===== src/rtl/shift_pkg.sv =====
// Shared constants, op encodings, FSM states and the one-bit shift step
// used by the multi-cycle shift unit.
package shift_pkg;

  localparam int unsigned DATA_W = 32;
  localparam int unsigned AMT_W  = 5;
  localparam int unsigned OP_W   = 3;

  localparam logic [OP_W-1:0] OP_SLL  = 3'd0;
  localparam logic [OP_W-1:0] OP_SRL  = 3'd1;
  localparam logic [OP_W-1:0] OP_SRA  = 3'd2;
  localparam logic [OP_W-1:0] OP_SLLV = 3'd3;
  localparam logic [OP_W-1:0] OP_SRLV = 3'd4;
  localparam logic [OP_W-1:0] OP_SRAV = 3'd5;

  typedef enum logic [1:0] {
    IDLE  = 2'd0,
    SHIFT = 2'd1,
    DONE  = 2'd2
  } state_e;

  // One shift step; arithmetic right re-samples the current sign bit.
  function automatic logic [DATA_W-1:0] shift_one(input logic [OP_W-1:0] op,
                                                   input logic [DATA_W-1:0] d);
    logic [DATA_W-1:0] r;
    r = d;
    case (op)
      OP_SLL, OP_SLLV: r = {d[DATA_W-2:0], 1'b0};
      OP_SRL, OP_SRLV: r = {1'b0, d[DATA_W-1:1]};
      OP_SRA, OP_SRAV: r = {d[DATA_W-1], d[DATA_W-1:1]};
      default:         r = d;
    endcase
    return r;
  endfunction

endpackage


===== src/rtl/shift_sequencer_if.sv =====
// Request/response bundle between the control FSM (master) and the shift
// unit (slave): start/op/shamt/rs/rt in, busy/done/result out.
interface shift_sequencer_if;
  logic                             start;
  logic [shift_pkg::OP_W-1:0]       op;
  logic [shift_pkg::AMT_W-1:0]      shamt;
  logic [shift_pkg::DATA_W-1:0]     rs;
  logic [shift_pkg::DATA_W-1:0]     rt;
  logic                             busy;
  logic                             done;
  logic [shift_pkg::DATA_W-1:0]     result;

  modport master (output start, op, shamt, rs, rt, input busy, done, result);
  modport slave  (input start, op, shamt, rs, rt, output busy, done, result);
endinterface


===== src/rtl/shift_sequencer_shamt_select.sv =====
// Shift-amount mux: shamt for immediate ops, rs[4:0] for variable ops,
// zero-extended to the counter width; reserved ops yield 0.
// Ports: op, shamt, rs_lo (rs[4:0]) in; amt_c (combinational) out.
module shamt_select
  import shift_pkg::*;
(
  input  logic [OP_W-1:0]   op,
  input  logic [AMT_W-1:0]  shamt,
  input  logic [AMT_W-1:0]  rs_lo,
  output logic [DATA_W-1:0] amt_c
);

  always_comb begin
    amt_c = '0;
    case (op)
      OP_SLL, OP_SRL, OP_SRA:    amt_c = DATA_W'(shamt);
      OP_SLLV, OP_SRLV, OP_SRAV: amt_c = DATA_W'(rs_lo);
      default:                   amt_c = '0;
    endcase
  end

endmodule


===== src/rtl/shift_sequencer.sv =====
// Multi-cycle shifter for sll/srl/sra/sllv/srlv/srav: one bit per clock.
// Ports: clk, rst (async, active-high), bus (slave modport: start/op/shamt/
// rs/rt in; busy/done/result out, all registered).
module shift_sequencer
  import shift_pkg::*;
(
  input  logic              clk,
  input  logic              rst,
  shift_sequencer_if.slave  bus
);

  state_e            state_q, state_d;
  logic [DATA_W-1:0] data_q, data_d;
  logic [DATA_W-1:0] cnt_q, cnt_d;
  logic [DATA_W-1:0] result_q, result_d;
  logic [OP_W-1:0]   op_q, op_d;
  logic              busy_q, busy_d;
  logic              done_q, done_d;
  logic [DATA_W-1:0] amt_c;
  logic              unused_rs_hi_c;

  // Only rs[4:0] carries the variable amount.
  assign unused_rs_hi_c = ^bus.rs[DATA_W-1:AMT_W];

  shamt_select u_shamt_select (
    .op    (bus.op),
    .shamt (bus.shamt),
    .rs_lo (bus.rs[AMT_W-1:0]),
    .amt_c (amt_c)
  );

  // Next-state, datapath and registered-output logic.
  always_comb begin
    state_d  = state_q;
    data_d   = data_q;
    cnt_d    = cnt_q;
    op_d     = op_q;
    result_d = result_q;
    busy_d   = 1'b0;
    done_d   = 1'b0;
    case (state_q)
      IDLE, DONE: begin
        state_d = IDLE;
        if (bus.start) begin
          data_d  = bus.rt;
          op_d    = bus.op;
          cnt_d   = amt_c;
          state_d = (amt_c == '0) ? DONE : SHIFT;
        end
      end
      SHIFT: begin
        data_d = shift_one(op_q, data_q);
        cnt_d  = cnt_q - DATA_W'(1);
        if (cnt_q == DATA_W'(1)) state_d = DONE;
      end
      default: state_d = IDLE;
    endcase
    // Result captures the data register value on entry to DONE.
    if (state_d == DONE) result_d = data_d;
    busy_d = (state_d == SHIFT);
    done_d = (state_d == DONE);
  end

  // State and output registers.
  always_ff @(posedge clk or posedge rst) begin
    if (rst) begin
      state_q  <= IDLE;
      data_q   <= '0;
      cnt_q    <= '0;
      op_q     <= '0;
      result_q <= '0;
      busy_q   <= 1'b0;
      done_q   <= 1'b0;
    end else begin
      state_q  <= state_d;
      data_q   <= data_d;
      cnt_q    <= cnt_d;
      op_q     <= op_d;
      result_q <= result_d;
      busy_q   <= busy_d;
      done_q   <= done_d;
    end
  end

  assign bus.busy   = busy_q;
  assign bus.done   = done_q;
  assign bus.result = result_q;

endmodule


===== src/flat_wrapper.sv =====
// flat-port wrapper written by rule: the top's interface ports become plain ports
module shift_sequencer_flat import shift_pkg::*;
  (clk, rst, bus_start, bus_op, bus_shamt, bus_rs, bus_rt, bus_busy, bus_done, bus_result);
  shift_sequencer_if bus_i ();
  input  logic clk;
  input  logic rst;
  input wire logic [$bits(bus_i.start)-1:0] bus_start;
  input wire logic [$bits(bus_i.op)-1:0] bus_op;
  input wire logic [$bits(bus_i.shamt)-1:0] bus_shamt;
  input wire logic [$bits(bus_i.rs)-1:0] bus_rs;
  input wire logic [$bits(bus_i.rt)-1:0] bus_rt;
  output wire logic [$bits(bus_i.busy)-1:0] bus_busy;
  output wire logic [$bits(bus_i.done)-1:0] bus_done;
  output wire logic [$bits(bus_i.result)-1:0] bus_result;
  assign bus_i.start = bus_start;
  assign bus_i.op = bus_op;
  assign bus_i.shamt = bus_shamt;
  assign bus_i.rs = bus_rs;
  assign bus_i.rt = bus_rt;
  assign bus_busy = bus_i.busy;
  assign bus_done = bus_i.done;
  assign bus_result = bus_i.result;
  shift_sequencer u_core (.clk(clk), .rst(rst), .bus(bus_i));
endmodule

===== config.mk =====
export PLATFORM = sky130hd
export DESIGN_NAME = shift_sequencer_flat
export DESIGN_NICKNAME = d
export VERILOG_FILES = /design/src/rtl/shift_pkg.sv /design/src/rtl/shift_sequencer_if.sv /design/src/rtl/shift_sequencer_shamt_select.sv /design/src/rtl/shift_sequencer.sv /design/src/flat_wrapper.sv
export SDC_FILE = /design/constraint.sdc
export NUM_CORES = 1
export LEC_CHECK = 0
export BUFFER_PORTS_ARGS = -buffer_cell sky130_fd_sc_hd__buf_4
export CELL_PAD_IN_SITES_DETAIL_PLACEMENT = 1
export CELL_PAD_IN_SITES_GLOBAL_PLACEMENT = 2
export CORE_MARGIN = 10
export CORE_UTILIZATION = 32
export CTS_CLUSTER_SIZE = 24
export DETAILED_ROUTE_END_ITERATION = 12
export GPL_TIMING_DRIVEN = 0
export PLACE_DENSITY_LB_ADDON = 0.1
export SYNTH_ARGS = -nofsm -noshare
export SYNTH_HDL_FRONTEND = slang
export SYNTH_SLANG_ARGS = --single-unit

===== constraint.sdc =====
create_clock -name clk -period 3.4 [get_ports clk]
set_input_delay 0.51 -clock clk [delete_from_list [all_inputs] [get_ports clk]]
set_output_delay 0.51 -clock clk [all_outputs]
set_load 0.02 [all_outputs]

**Word level (Yosys, flattened, before mapping)**

Cells that the tools add are included.

- Equal/unequal tests: 16
- Add/sub/neg operators: 1
- Reductions and logical operators: 13
- Mux-type cells: 10

Operators with widths:

| cell | number |
|---|---|
| $pmux W32 S2 | 2 |
| $pmux W32 S3 | 1 |
| $mux W32 | 2 |
| $eq A32 B1 Y1 const B | 1 |
| $logic_not A32 Y1 | 1 |
| $sub A32 B1 Y32 const B | 1 |
| $eq A3 B2 Y1 const B | 4 |
| $eq A3 B3 Y1 const B | 4 |
| $pmux W5 S2 | 1 |
| $reduce_or A2 Y1 | 4 |
| $eq A3 B1 Y1 const B | 2 |
| $logic_not A3 Y1 | 2 |
| $mux W2 | 3 |
| $reduce_or A3 Y1 | 2 |
| $eq A2 B1 Y1 const B | 2 |
| $eq A2 B2 Y1 const B | 2 |
| $pmux W2 S2 | 1 |
| $reduce_and A2 Y1 | 2 |
| $logic_not A2 Y1 | 1 |
| $ne A2 B2 Y1 const B | 1 |
| $reduce_bool A2 Y1 | 1 |

- Output and inout port bits: 34
- Word-level logic and storage cells: 47
- Bits of input ports: 75
- Bits in registers: 103

**Logic depth before layout (Yosys ltp)**

Gate-level depths: netlist of the first run.

- Depth in word-level cells: 8
- Mapped depth: 8
- Mapped depth without buffers: 6

**Hierarchy**

A second synthesis of the first run with hierarchy kept.

- Cells, all modules: 579
- Area total of the unflattened synthesis: 5786.8 µm²

By module, submodules not included:

| module | cells an instance | instances | area each (µm²) | seq. area each (µm²) |
|---|---|---|---|---|
| shift_sequencer | 528 | 1 | 5400.2 | 2577.5 |
| shamt_select | 51 | 1 | 386.6 | 0.0 |

**Least setup slack after synthesis of the first run**

No wires, ideal clock.

- Kind: reg-to-reg
- From: reg u_core.cnt_q[5]
- To: reg u_core.result_q[10], in the netlist u_core.bus.result[10]
- Data arrival time: 2.257 ns
- Path slack: 1.017 ns
- Path buffers: 1
- Cell stages (with the launch flop): 7
- Data required time: 3.275 ns
- Library setup time: 0.125 ns
- Period minus slack after synthesis: 2.383 ns
- Cell sequence: dfrtp_1 -> or4_4 -> nor4_4 -> nand4_2 -> a2bb2oi_2 -> buf_6 -> mux2_4

- Cells in the longest elaborated chain, start to end: 4

Ends and longest elaborated chain:

| item | line | source |
|---|---|---|
| start, declared | shift_sequencer.sv:14 | `logic [DATA_W-1:0] cnt_q, cnt_d;` |
| start signal, assigned | shift_sequencer.sv:77 | `cnt_q <= cnt_d;` |
| $eq A32 B1 Y1 | shift_sequencer.sv:54 | `if (cnt_q == DATA_W'(1)) state_d = DONE;` |
| $mux W2 | shift_sequencer.sv:54 |  |
| $pmux W2 S2 | shift_sequencer.sv:41 | `case (state_q)` |
| $eq A2 B2 Y1 | shift_sequencer.sv:59 | `if (state_d == DONE) result_d = data_d;` |
| end signal, assigned | shift_sequencer.sv:79 | `result_q <= result_d;` |
| end, declared | shift_sequencer.sv:15 | `logic [DATA_W-1:0] result_q, result_d;` |

Every way passes these cells.
A chain may end at the register's enable or synchronous reset.

**Worst setup path in the final report of the first run**

- From: reg u_core.state_q[0]
- To: reg u_core.cnt_q[23]

- Cells in the longest elaborated chain, start to end: 4
- Elaborated cells on any way between the ends: 8
- Those cells by class: eq/ne: 3; mux: 1; reduce/logical: 4

Ends and longest elaborated chain:

| item | line | source |
|---|---|---|
| start, declared | shift_sequencer.sv:12 | `state_e state_q, state_d;` |
| start signal, assigned | shift_sequencer.sv:75 | `state_q <= state_d;` |
| $eq A2 B2 Y1 / $logic_not A2 Y1 (equally long branches) | shift_sequencer.sv:41 |  |
| $reduce_or A2 Y1 | shift_sequencer.sv:41 |  |
| $ne A2 B2 Y1 (no line) / $reduce_bool A2 Y1 (equally long branches) | n/a |  |
| $reduce_and A2 Y1 (no line) | n/a |  |

Several ways; a longest one is shown, not always the timed one.

==> reports/results.tsv, run 1 <==
stage	metric	value	unit
cells_and_area	Fill cells	1895	
cells_and_area	fin util	39.81	%
sta	final worst path period share	84.71	%
cells_and_area	commonest non-fill, non-tap cell in the layout	dfrtp_1	
sta	worst hold slack	274.4	ps
synthesis	#FFs+latches synth	103	
synthesis	combinational family with the most area after synthesis	compound AO/OA/AOI/OAI gates	
sta	Rel. slew slack	29.07	%
synthesis	main flop type after synthesis	dfrtp_1	
cts	root buffer cell	clkbuf_16	
placed_design	gp weighted congestion	0.7606	
power_and_ir_drop	LEAKAGE	2.833	nW
cts	cts-stage hold buffer count	0	
routing	routed wire length	17650	um
routing	TritonRoute pass-1 iters	4	
power_and_ir_drop	PD cells	998.6	nW/um^2
routing	routed vias/inst	5.575	
synthesis	Mean Syn Cell Area	10.87	um^2
grt	met2 Use GR	24.20	%
routing	DR WL/cell	21.66	um
placed_design	post-place setup slack	420.6	ps
power_and_ir_drop	Peak VDD IR	0.3174	mV
grt	busiest grt layer	met2	
cts	CTS Buf Count	9	
synthesis	post-synthesis sequential area ratio	47.51	%
grt	wire length of the first global-routing pass	28370	um
synthesis	ys async rst share	100.0	%
cells_and_area	Antenna Cells	0	
sta	FMAX	347.2	MHz
grt	initial antenna violation count	0	
cts	clk sinks	103	
floorplan	Initial Util	32.71	%
synthesis	Post-Synth XOR/XNOR Area	0.3229	%
sta	total negative slack	0	ps
critical_path	R2R Setup Slk	520	ps
grt	vias in the first global route	4866	
floorplan	die height	150.2	um
synthesis	synth warn	0	
cts	post-cts sizing count	0	
critical_path	crit-path max FO	10	
critical_path	R2R depth	6	
placed_design	placed wire-length estimate	12580	um
sta	Slew @ Worst Pin	1061	ps
cts	# H-tree levels	3	
critical_path	crit start category	flip-flop	
sta	Final min period	2880	ps
sta	max-slew violation count	0	
grt	pin count of the biggest net entering global routing	53	
critical_path	CP endpoint kind	flip-flop	
run_status	status	finished clean	
routing	First DRT Iteration DRCs	208	
critical_path	Crit. Startpoint	u_core.state_q[0]$_DFF_PP0_	
synthesis	post-synthesis mux area share	15.98	%
synthesis	Synth Cell Area	5425	um^2
cells_and_area	nets	667	
flow_run	total of max-cap violations	0	
cells_and_area	area grow syn2layout	21.68	%
cts	CTS tree	yes	
cells_and_area	footprint of the multi-input gates	2651	um^2
synthesis	Compound-Gate Fraction of Synth Area	17.55	%
synthesis	top-area cell type share of the netlist area	47.51	%
routing	# DRC	0	
floorplan	die area	22560	um^2
sta	count of final setup violators	0	
cells_and_area	flip-flop and latch area	2577	um^2
routing	via count	4544	
synthesis	EDFF count, synth	0	
min_path	Hold WC Path Type	input port to async pin	
cts	Setup Buffers After CTS	0	
critical_path	critical path arrival	3100	ps
sta	Final Hold Vio Count	0	
synthesis	Distinct cells, synth	50	
synthesis	Post-Synth Adder-Cell Area	0.4613	%
synthesis	cells after synthesis	499	
synthesis	Area contributors post-synth	dfrtp_1 48%, o221ai_1 9.5%, mux2_4 7.7%	
critical_path	Critical Path RT	3610	ps
synthesis	syn nets	576	
floorplan	io pins	109	
cts	clk buf depth	2	
floorplan	Die Wd	150.2	um
sta	Final WS setup	519.8	ps
synthesis	Synth Area in Simple Gates	14.55	%
grt	total track usage	16.04	%
grt	GR Util met1	22.66	%
grt	GRT overflow	0	
routing	Final ANT Viol Nets	0	
cells_and_area	layout cells sized above 1	24.03	%
cells_and_area	commonest non-fill, non-tap cells in the layout	103 x dfrtp_1, 79 x buf_4, 59 x o221ai_1, 53 x nand2_1, 42 x nor2_1	
placed_design	Port Buffer Count	79	
sta	clk_skew	7.764	ps
critical_path	FF-to-FF End	u_core.cnt_q[23]$_DFFE_PP0P_	
synthesis	Yosys top cell by area	dfrtp_1	
critical_path	crit path kind	flip-flop to flip-flop	
critical_path	Critical R2R Launch	u_core.state_q[0]$_DFF_PP0_	
cts	worst skew pair latency	350	ps
critical_path	crit path to	u_core.cnt_q[23]$_DFFE_PP0P_	
cts	Clock transition at path regs	70	ps
floorplan	num rows	47	
grt	met3 Use GR	3.241	%
sta	unrepaired setup endpoints after global routing	false	
floorplan	CORE AREA	16580	um^2
==> cell families (layout without fill, tap and decap cells) <==
| kind of cell | Yosys count | in the layout |
|---|---|---|
| simple gates | 155 | 155 |
| compound gates | 119 | 119 |
| flops | 103 | 103 |
| mux | 72 | 72 |
| buf+inv | 46 | 142 |
| fa+ha+maj | 2 | 2 |
| xor+xnor | 2 | 2 |
==> cell type report <==
| type | count | area share [%] |
|---|---|---|
| Multi-Input combinational cell | 350 | 40.16 |
| Sequential cell | 103 | 39.04 |
| Timing Repair Buffer | 80 | 9.401 |
| Tap cell | 220 | 4.170 |
| Clock buffer | 13 | 3.942 |
| Buffer | 38 | 2.521 |
| Inverter | 8 | 0.4928 |
| Clock inverter | 3 | 0.2654 |
==> power breakdown <==
group | switching [mW] | internal (mW) | leakage, nW | total, mW
logic | 1.87 | 1.38 | 1.50 | 3.24
registers | 0.572 | 1.77 | 1.20 | 2.34
clock network | 0.471 | 0.536 | 0.136 | 1.01
==> per-layer routing <==
layer	vias to the layer above	wire [um]
met3	12	803
met2	97	7954
met1	2336	8702
li1	2099	-
met4	0	193
met5	-	0
==> cells in the mapped netlist, types with 2 or more instances <==
library cell,number
a211oi_1,2
a21oi_1,4
a221o_1,2
buf_1,3
buf_6,3
clkbuf_1,31
dfrtp_1,103
ha_1,2
inv_1,8
mux2_2,5
mux2_4,28
mux2i_1,39
nand2_1,53
nand2b_1,3
nand3_1,17
nand4_1,4
nand4b_1,5
nor2_1,42
nor2b_1,3
nor3_1,3
nor4_1,4
nor4_4,2
o211ai_1,16
o21a_1,2
o21ai_0,12
o221ai_1,59
o311ai_0,3
o31ai_1,10
o41ai_1,3
or3_1,3
or3b_2,4
or4_1,3
==> per-stage QoR <==
step | std cells | power (mW) | area [um^2]
3_3_place_gp | 798 | 5.524 | 6294
6_report | 815 | 6.592 | 6601
5_1_grt | 815 | 7.126 | 6601
2_1_floorplan | 499 | 4.435 | 5425
4_1_cts | 815 | 6.644 | 6601
3_5_place_dp | 799 | 5.603 | 6324
==> how the worst min path moves through the flow <==
stage / end / slack (ps) / cells past startpoint
global route: u_core.bus.result[11]$_DFFE_PP0N_ / 350 / 2
detailed placement: u_core.cnt_q[20]$_DFFE_PP0P_ / 480 / 1
finish: u_core.bus.result[11]$_DFFE_PP0N_ / 270 / 2
CTS: u_core.bus.result[11]$_DFFE_PP0N_ / 300 / 2
global placement: u_core.cnt_q[15]$_DFFE_PP0P_ / 460 / 1
floorplan: u_core.cnt_q[15]$_DFFE_PP0P_ / 440 / 1
==> worst max-delay path: stages, from the launching register on <==
cell and delay (ps):
dfrtp_1 330, clkbuf_1 300, nand2b_1 200, nor4b_2 900, nand2_1 400, o311ai_0 480, o41ai_1 140
==> flip-flops by register name (all words and copies together) (netlist names) <==
register,cells
u_core.cnt_q,32
u_core.bus.busy,1
u_core.data_q,32
u_core.op_q,3
u_core.state_q,2
u_core.bus.done,1
u_core.bus.result,32
Power figures use the tool's default switching activity.
==> run 2: changes to the inputs <==
==> constraint.sdc (replaced) <==
create_clock -name clk -period 2.58 [get_ports clk]
set_input_delay 0.387 -clock clk [delete_from_list [all_inputs] [get_ports clk]]
set_output_delay 0.387 -clock clk [all_outputs]
set_load 0.02 [all_outputs]
==> run 2 against run 1 <==
  * Register-to-register slack worse by 430 ps
  * Cell area is 2.4% higher
  * Total power is 34% higher
  * Critical path depth is 1 higher
  * Sequential power is 32% higher
  * Clock power is 29% higher
  * Worst hold slack worse by 250 ps
  * Sequential cell count stayed put
  * Combinational power is 36% higher
  * Largest power group unchanged
==> reports/results.tsv, run 2 (synthesis results as in run 1) <==
stage	metric	value	unit	change
critical_path	CP bufs+invs	2		was 1
placed_design	Port Buffer Count	79		unchanged
floorplan	Initial Util	32.71	%	unchanged
sta	Final Hold Vio Count	0		unchanged
floorplan	CORE AREA	16580	um^2	unchanged
critical_path	Critical R2R Launch	u_core.cnt_q[17]$_DFFE_PP0P_		was u_core.state_q[0]$_DFF_PP0_
sta	unrepaired setup endpoints after global routing	false		unchanged
cts	clk buf depth	2		unchanged
grt	vias in the first global route	4811		was 4866
sta	clk_skew	10.21	ps	was 7.764 ps
critical_path	Slowest-stage cell, CP	or4_4		was nor4b_2
cts	Clock transition at path regs	70	ps	about the same
sta	FMAX	402.1	MHz	was 347.2 MHz
grt	wire length of the first global-routing pass	27720	um	was 28370 um
min_path	Hold WC Path Type	input port to async pin		unchanged
placed_design	post-place setup slack	-295.3	ps	was 420.6 ps
routing	TritonRoute pass-1 iters	5		was 4
cells_and_area	commonest non-fill, non-tap cell in the layout	dfrtp_1		unchanged
routing	Final ANT Viol Nets	0		unchanged
grt	initial antenna violation count	0		unchanged
sta	Final min period	2487	ps	was 2880 ps
routing	routed wire length	17300	um	was 17650 um
routing	routed vias/inst	5.496		was 5.575
cts	worst skew pair latency	360	ps	was 350 ps
cts	CTS tree	yes		unchanged
critical_path	CP peak stage delay	580	ps	was 900 ps
critical_path	R2R depth	7		was 6
critical_path	CP delay by family, top	simple AND/OR/NAND/NOR gates		unchanged
critical_path	CP endpoint kind	flip-flop		unchanged
placed_design	placed wire-length estimate	12470	um	was 12580 um
sta	total negative slack	0	ps	unchanged
cells_and_area	Antenna Cells	0		unchanged
cells_and_area	layout cells sized above 1	27.48	%	was 24.03%
floorplan	io pins	109		unchanged
cells_and_area	commonest non-fill, non-tap cells in the layout	102 x dfrtp_1, 87 x buf_4, 59 x o221ai_1, 53 x nand2_1, 42 x nor2_1		was 103 x dfrtp_1, 79 x buf_4, 59 x o221ai_1, 53 x nand2_1, 42 x nor2_1
grt	total track usage	15.58	%	was 16.04%
flow_run	total of max-cap violations	0		unchanged
sta	Final WS setup	93.06	ps	was 519.8 ps
grt	pin count of the biggest net entering global routing	36		was 53
cells_and_area	nets	677		was 667
routing	First DRT Iteration DRCs	288		was 208
power_and_ir_drop	LEAKAGE	2.900	nW	was 2.833 nW
critical_path	crit path kind	flip-flop to flip-flop		unchanged
critical_path	crit-path max FO	7		was 10
placed_design	gp weighted congestion	0.7675		was 0.7606
power_and_ir_drop	PD cells	1302	nW/um^2	was 998.6 nW/um^2
critical_path	critical path arrival	2720	ps	was 3100 ps
routing	# DRC	0		unchanged
floorplan	die area	22560	um^2	unchanged
cells_and_area	area grow syn2layout	24.56	%	was 21.68%
sta	Slew @ Worst Pin	1007	ps	was 1061 ps
cts	clk sinks	103		unchanged
critical_path	crit-path cells	or4_4 -> nor4_4 -> buf_6 -> nand4_2 -> a2bb2oi_4 -> buf_4 -> mux2_4		was clkbuf_1 -> nand2b_1 -> nor4b_2 -> nand2_1 -> o311ai_0 -> o41ai_1
sta	final worst path period share	96.39	%	was 84.71%
sta	max-slew violation count	0		unchanged
sta	Rel. slew slack	32.90	%	was 29.07%
power_and_ir_drop	Peak VDD IR	0.4813	mV	was 0.3174 mV
run_status	status	finished clean		unchanged
critical_path	crit start category	flip-flop		unchanged
floorplan	die height	150.2	um	unchanged
critical_path	Critical Path RT	2820	ps	was 3610 ps
cts	root buffer cell	clkbuf_16		unchanged
critical_path	R2R Setup Slk	90	ps	was 520 ps
cts	cts-stage hold buffer count	0		unchanged
critical_path	Levels on crit path	7		was 6
grt	GRT overflow	0		unchanged
critical_path	FF-to-FF End	u_core.bus.result[8]$_DFFE_PP0N_		was u_core.cnt_q[23]$_DFFE_PP0P_
floorplan	Die Wd	150.2	um	unchanged
sta	count of final setup violators	0		unchanged
routing	via count	4529		was 4544
cts	CTS Buf Count	9		unchanged
cts	# H-tree levels	3		unchanged
floorplan	num rows	47		unchanged
routing	DR WL/cell	21.00	um	was 21.66 um
-- run 2: cell types whose count changed in the layout (fill, tap and decap cells not counted), sizes merged --
cell      delta
clkbuf       -3
inv          -1
clkinv       -1
clkinvlp     +4
buf         +10
-- run 2: cell type report --
| cell class | instances | area (um^2) |
|---|---|---|
| multi-input cells | 350 | 2699 |
| well taps | 220 | 275.3 |
| flip-flops and latches | 103 | 2579 |
| inverters | 8 | 33.78 |
| plain buffers | 37 | 172.7 |
| fillers | 1905 | 9826 |
| clock buffers | 10 | 239.0 |
| clock inverters | 5 | 35.03 |
| repair buffers | 91 | 724.4 |
-- run 2: what timing repair did --
action | CTS | global route
setup endpoints to repair | 40 | 33
cloned | 0 | 1
pin swaps | 2 | 1
gates resized for setup | 5 | 16
buffers inserted | 2 | 6
-- run 2: metal layers --
layer  part of all wire, %  GRT usage [%]  vias to the layer above
li1                      -              -                     2118
met1                    50          22.37                     2301
met2                    44          23.03                       99
met3                   5.1          3.391                       11
met4                   1.0          4.227                        0
met5                     0              0                        -
-- run 2: stage by stage --
step           power, mW  area, um^2  hold WS [ps]  instances  utilization (%)
2_1_floorplan      5.845        5429         439.4        499                -
4_1_cts            8.800        6668         30.85        818            40.21
6_report           8.801        6758         28.46        824            40.75
3_3_place_gp       7.275        6297         458.3        798            37.97
3_5_place_dp       7.357        6357         409.9        801            38.34
5_1_grt            9.510        6758         47.98        824            40.75
-- run 2: report_power, final --
part	internal [mW]	total, mW	switching, mW
Sequential	2.33	3.08	0.746
Clock	0.674	1.30	0.629
Combinational	1.96	4.42	2.47
-- run 2: worst max path at each step --
stage                                             from                                end  slack (ps)
after floorplan            u_core.cnt_q[5]$_DFFE_PP0P_  u_core.bus.result[10]$_DFFE_PP0N_         200
after global placement     u_core.state_q[0]$_DFF_PP0_  u_core.bus.result[23]$_DFFE_PP0N_        -250
after detailed placement                     bus_op[2]  u_core.bus.result[19]$_DFFE_PP0N_        -300
after CTS                 u_core.cnt_q[17]$_DFFE_PP0P_  u_core.bus.result[19]$_DFFE_PP0N_         0.9
after global routing      u_core.cnt_q[18]$_DFFE_PP0P_   u_core.bus.result[8]$_DFFE_PP0N_           9
final                     u_core.cnt_q[17]$_DFFE_PP0P_   u_core.bus.result[8]$_DFFE_PP0N_          90
==> run 3: changes to the inputs <==
--- a/config.mk
+++ b/config.mk
@@ -13,6 +13,7 @@
 export CTS_CLUSTER_SIZE = 24
 export DETAILED_ROUTE_END_ITERATION = 12
 export GPL_TIMING_DRIVEN = 0
+export MAX_ROUTING_LAYER = met4
 export PLACE_DENSITY_LB_ADDON = 0.1
 export SYNTH_ARGS = -nofsm -noshare
 export SYNTH_HDL_FRONTEND = slang
==> run 3 against run 2 <==
  * Total power increased by 0.11%
  * Routed wire length increased by 0.29%
  * Worst setup slack improved by 5.4 ps
  * Sequential power about the same
  * Clock skew decreased by 2.9 ps
==> reports/results.tsv, run 3 (synthesis results as in run 1) <==
stage	metric	value	unit	change
run_status	status	finished clean		unchanged
routing	First DRT Iteration DRCs	323		was 288
cts	cts-stage hold buffer count	0		unchanged
sta	final worst path period share	96.18	%	was 96.39%
critical_path	crit start category	flip-flop		unchanged
routing	routed vias/inst	5.477		was 5.496
cts	root buffer cell	clkbuf_16		unchanged
sta	count of final setup violators	0		unchanged
routing	top sig layer	met4		unchanged
cts	worst skew pair latency	360	ps	about the same
cts	clk buf depth	2		unchanged
critical_path	Critical Path RT	2830	ps	was 2820 ps
grt	GRT overflow	0		unchanged
critical_path	R2R depth	7		unchanged
routing	routed wire length	17350	um	was 17300 um
cts	CTS tree	yes		unchanged
routing	# DRC	0		unchanged
routing	Met1 Routed Length	8615	um	was 8655 um
critical_path	CP peak stage delay	580	ps	about the same
floorplan	io pins	109		unchanged
cells_and_area	Antenna Cells	0		unchanged
grt	vias in the first global route	4811		unchanged
placed_design	post-place setup slack	-295.3	ps	unchanged
routing	TritonRoute pass-1 iters	4		was 5
floorplan	num rows	47		unchanged
cells_and_area	flip-flop and latch area	2579	um^2	unchanged
cts	clk sinks	103		unchanged
sta	Slew @ Worst Pin	908.1	ps	was 1007 ps
critical_path	CP endpoint kind	flip-flop		unchanged
grt	total track usage	16.01	%	was 15.58%
cells_and_area	layout cells sized above 1	27.48	%	unchanged
cells_and_area	commonest non-fill, non-tap cell in the layout	dfrtp_1		unchanged
critical_path	critical path arrival	2730	ps	was 2720 ps
placed_design	Placed Cells	801		unchanged
sta	Final min period	2482	ps	was 2487 ps
power_and_ir_drop	PD cells	1305	nW/um^2	was 1302 nW/um^2
placed_design	Port Buffer Count	79		unchanged
placed_design	gp weighted congestion	0.7778		was 0.7675
routing	via count	4513		was 4529
min_path	Hold WC Path Type	input port to async pin		unchanged
sta	total negative slack	0	ps	unchanged
cells_and_area	area grow syn2layout	24.49	%	was 24.56%
routing	DR WL/cell	21.06	um	was 21.00 um
cells_and_area	nets	677		unchanged
sta	worst hold slack	22.65	ps	was 28.46 ps
power_and_ir_drop	LEAKAGE	2.899	nW	was 2.900 nW
cts	# H-tree levels	3		unchanged
critical_path	crit-path max FO	10		was 7
sta	max-slew violation count	0		unchanged
critical_path	Slowest-stage cell, CP	or4_4		unchanged
floorplan	Die Wd	150.2	um	unchanged
cells_and_area	footprint of the multi-input gates	2699	um^2	unchanged
placed_design	placed wire-length estimate	12470	um	unchanged
critical_path	R2R Setup Slk	100	ps	was 90 ps
critical_path	crit path kind	flip-flop to flip-flop		unchanged
critical_path	FF-to-FF End	u_core.bus.result[22]$_DFFE_PP0N_		was u_core.bus.result[8]$_DFFE_PP0N_
grt	initial antenna violation count	0		unchanged
sta	Final Hold Vio Count	0		unchanged
sta	FMAX	403.0	MHz	was 402.1 MHz
flow_run	total of max-cap violations	0		unchanged
routing	met3 wire length	960	um	was 886 um
power_and_ir_drop	Peak VDD IR	0.4966	mV	was 0.4813 mV
critical_path	crit-path cells	or4_4 -> nor4_4 -> buf_6 -> nand4_2 -> a2bb2oi_4 -> buf_6 -> mux2_4		was or4_4 -> nor4_4 -> buf_6 -> nand4_2 -> a2bb2oi_4 -> buf_4 -> mux2_4
critical_path	cell repeated most along the worst path	buf_6		
cells_and_area	Finished Layout Cells	824		unchanged
floorplan	CORE AREA	16580	um^2	unchanged
grt	pin count of the biggest net entering global routing	36		unchanged
routing	Final ANT Viol Nets	0		unchanged
critical_path	Critical R2R Launch	u_core.cnt_q[17]$_DFFE_PP0P_		unchanged
sta	unrepaired setup endpoints after global routing	false		unchanged
cells_and_area	Fill cells	1904		was 1905
cts	Clock transition at path regs	70	ps	about the same
cells_and_area	commonest non-fill, non-tap cells in the layout	102 x dfrtp_1, 87 x buf_4, 59 x o221ai_1, 53 x nand2_1, 42 x nor2_1		unchanged
routing	DR WL met2	7663	um	was 7583 um
floorplan	die height	150.2	um	unchanged
floorplan	Initial Util	32.71	%	unchanged
sta	Rel. slew slack	39.46	%	was 32.90%
sta	clk_skew	7.344	ps	was 10.21 ps
floorplan	die area	22560	um^2	unchanged
cts	CTS Buf Count	9		unchanged
grt	wire length of the first global-routing pass	27660	um	was 27720 um
cells_and_area	fin util	40.73	%	was 40.75%
sta	Final WS setup	98.49	ps	was 93.06 ps
## run 3: cell counts in the layout (fill, tap and decap cells not counted)
No cell type changed its count.
## run 3: metal layers
| layer | GRT usage, % | vias to the layer above |
|---|---|---|
| met5 | - | - |
| met2 | 23.05 | 107 |
| met1 | 22.61 | 2278 |
| met4 | 4.227 | 0 |
| li1 | - | 2118 |
| met3 | 2.881 | 10 |
## run 3: through the flow
stage               power, mW  cell area, um^2
floorplan               5.845             5429
global placement        7.275             6297
detailed placement      7.357             6357
CTS                     8.800             6668
global route            9.505             6754
finish                  8.811             6754
## run 3: power breakdown
part / leakage, nW / internal, mW / switching, mW / total [mW]
clock: 0.123 / 0.674 / 0.634 / 1.31
combinational: 1.58 / 1.96 / 2.47 / 4.43
sequential: 1.20 / 2.33 / 0.744 / 3.08
total: 2.90 / 4.96 / 3.85 / 8.81
## run 3: how the worst max path moves through the flow
stage	startpoint	to	slack, ps	cells after the start
floorplan	u_core.cnt_q[5]$_DFFE_PP0P_	u_core.bus.result[10]$_DFFE_PP0N_	200	6
global placement	u_core.state_q[0]$_DFF_PP0_	u_core.bus.result[23]$_DFFE_PP0N_	-250	7
detailed placement	bus_op[2]	u_core.bus.result[19]$_DFFE_PP0N_	-300	8
CTS	u_core.cnt_q[17]$_DFFE_PP0P_	u_core.bus.result[19]$_DFFE_PP0N_	0.9	7
global route	u_core.cnt_q[18]$_DFFE_PP0P_	u_core.bus.result[21]$_DFFE_PP0N_	10	7
finish	u_core.cnt_q[17]$_DFFE_PP0P_	u_core.bus.result[22]$_DFFE_PP0N_	100	7
## run 3: worst max-delay path, delay by kind of cell (launching register included)
| kind | cells | cell delay (ps) |
|---|---|---|
| multiplexers | 1 | 310 |
| AND/OR/NAND/NOR | 3 | 1020 |
| flip-flops | 1 | 440 |
| buffers and inverters | 2 | 370 |
| AO/OA/AOI/OAI | 1 | 240 |
## run 3: what timing repair did
| action | CTS | global route |
|---|---|---|
| gates cloned | 0 | 1 |
| resized for setup | 5 | 15 |
| setup buffers | 2 | 6 |
| pin swaps | 2 | 1 |
| endpoints found under the setup margin | 40 | 33 |
| hold endpoints to repair | 0 | 0 |
## run 3: cell type report
| type | count | share of cell area [%] |
|---|---|---|
| Timing Repair Buffer | 91 | 10.73 |
| Multi-Input combinational cell | 350 | 39.96 |
| Sequential cell | 103 | 38.18 |
| Tap cell | 220 | 4.076 |
| Clock inverter | 5 | 0.5187 |
| Clock buffer | 10 | 3.538 |
| Inverter | 8 | 0.5002 |
| Buffer | 37 | 2.501 |
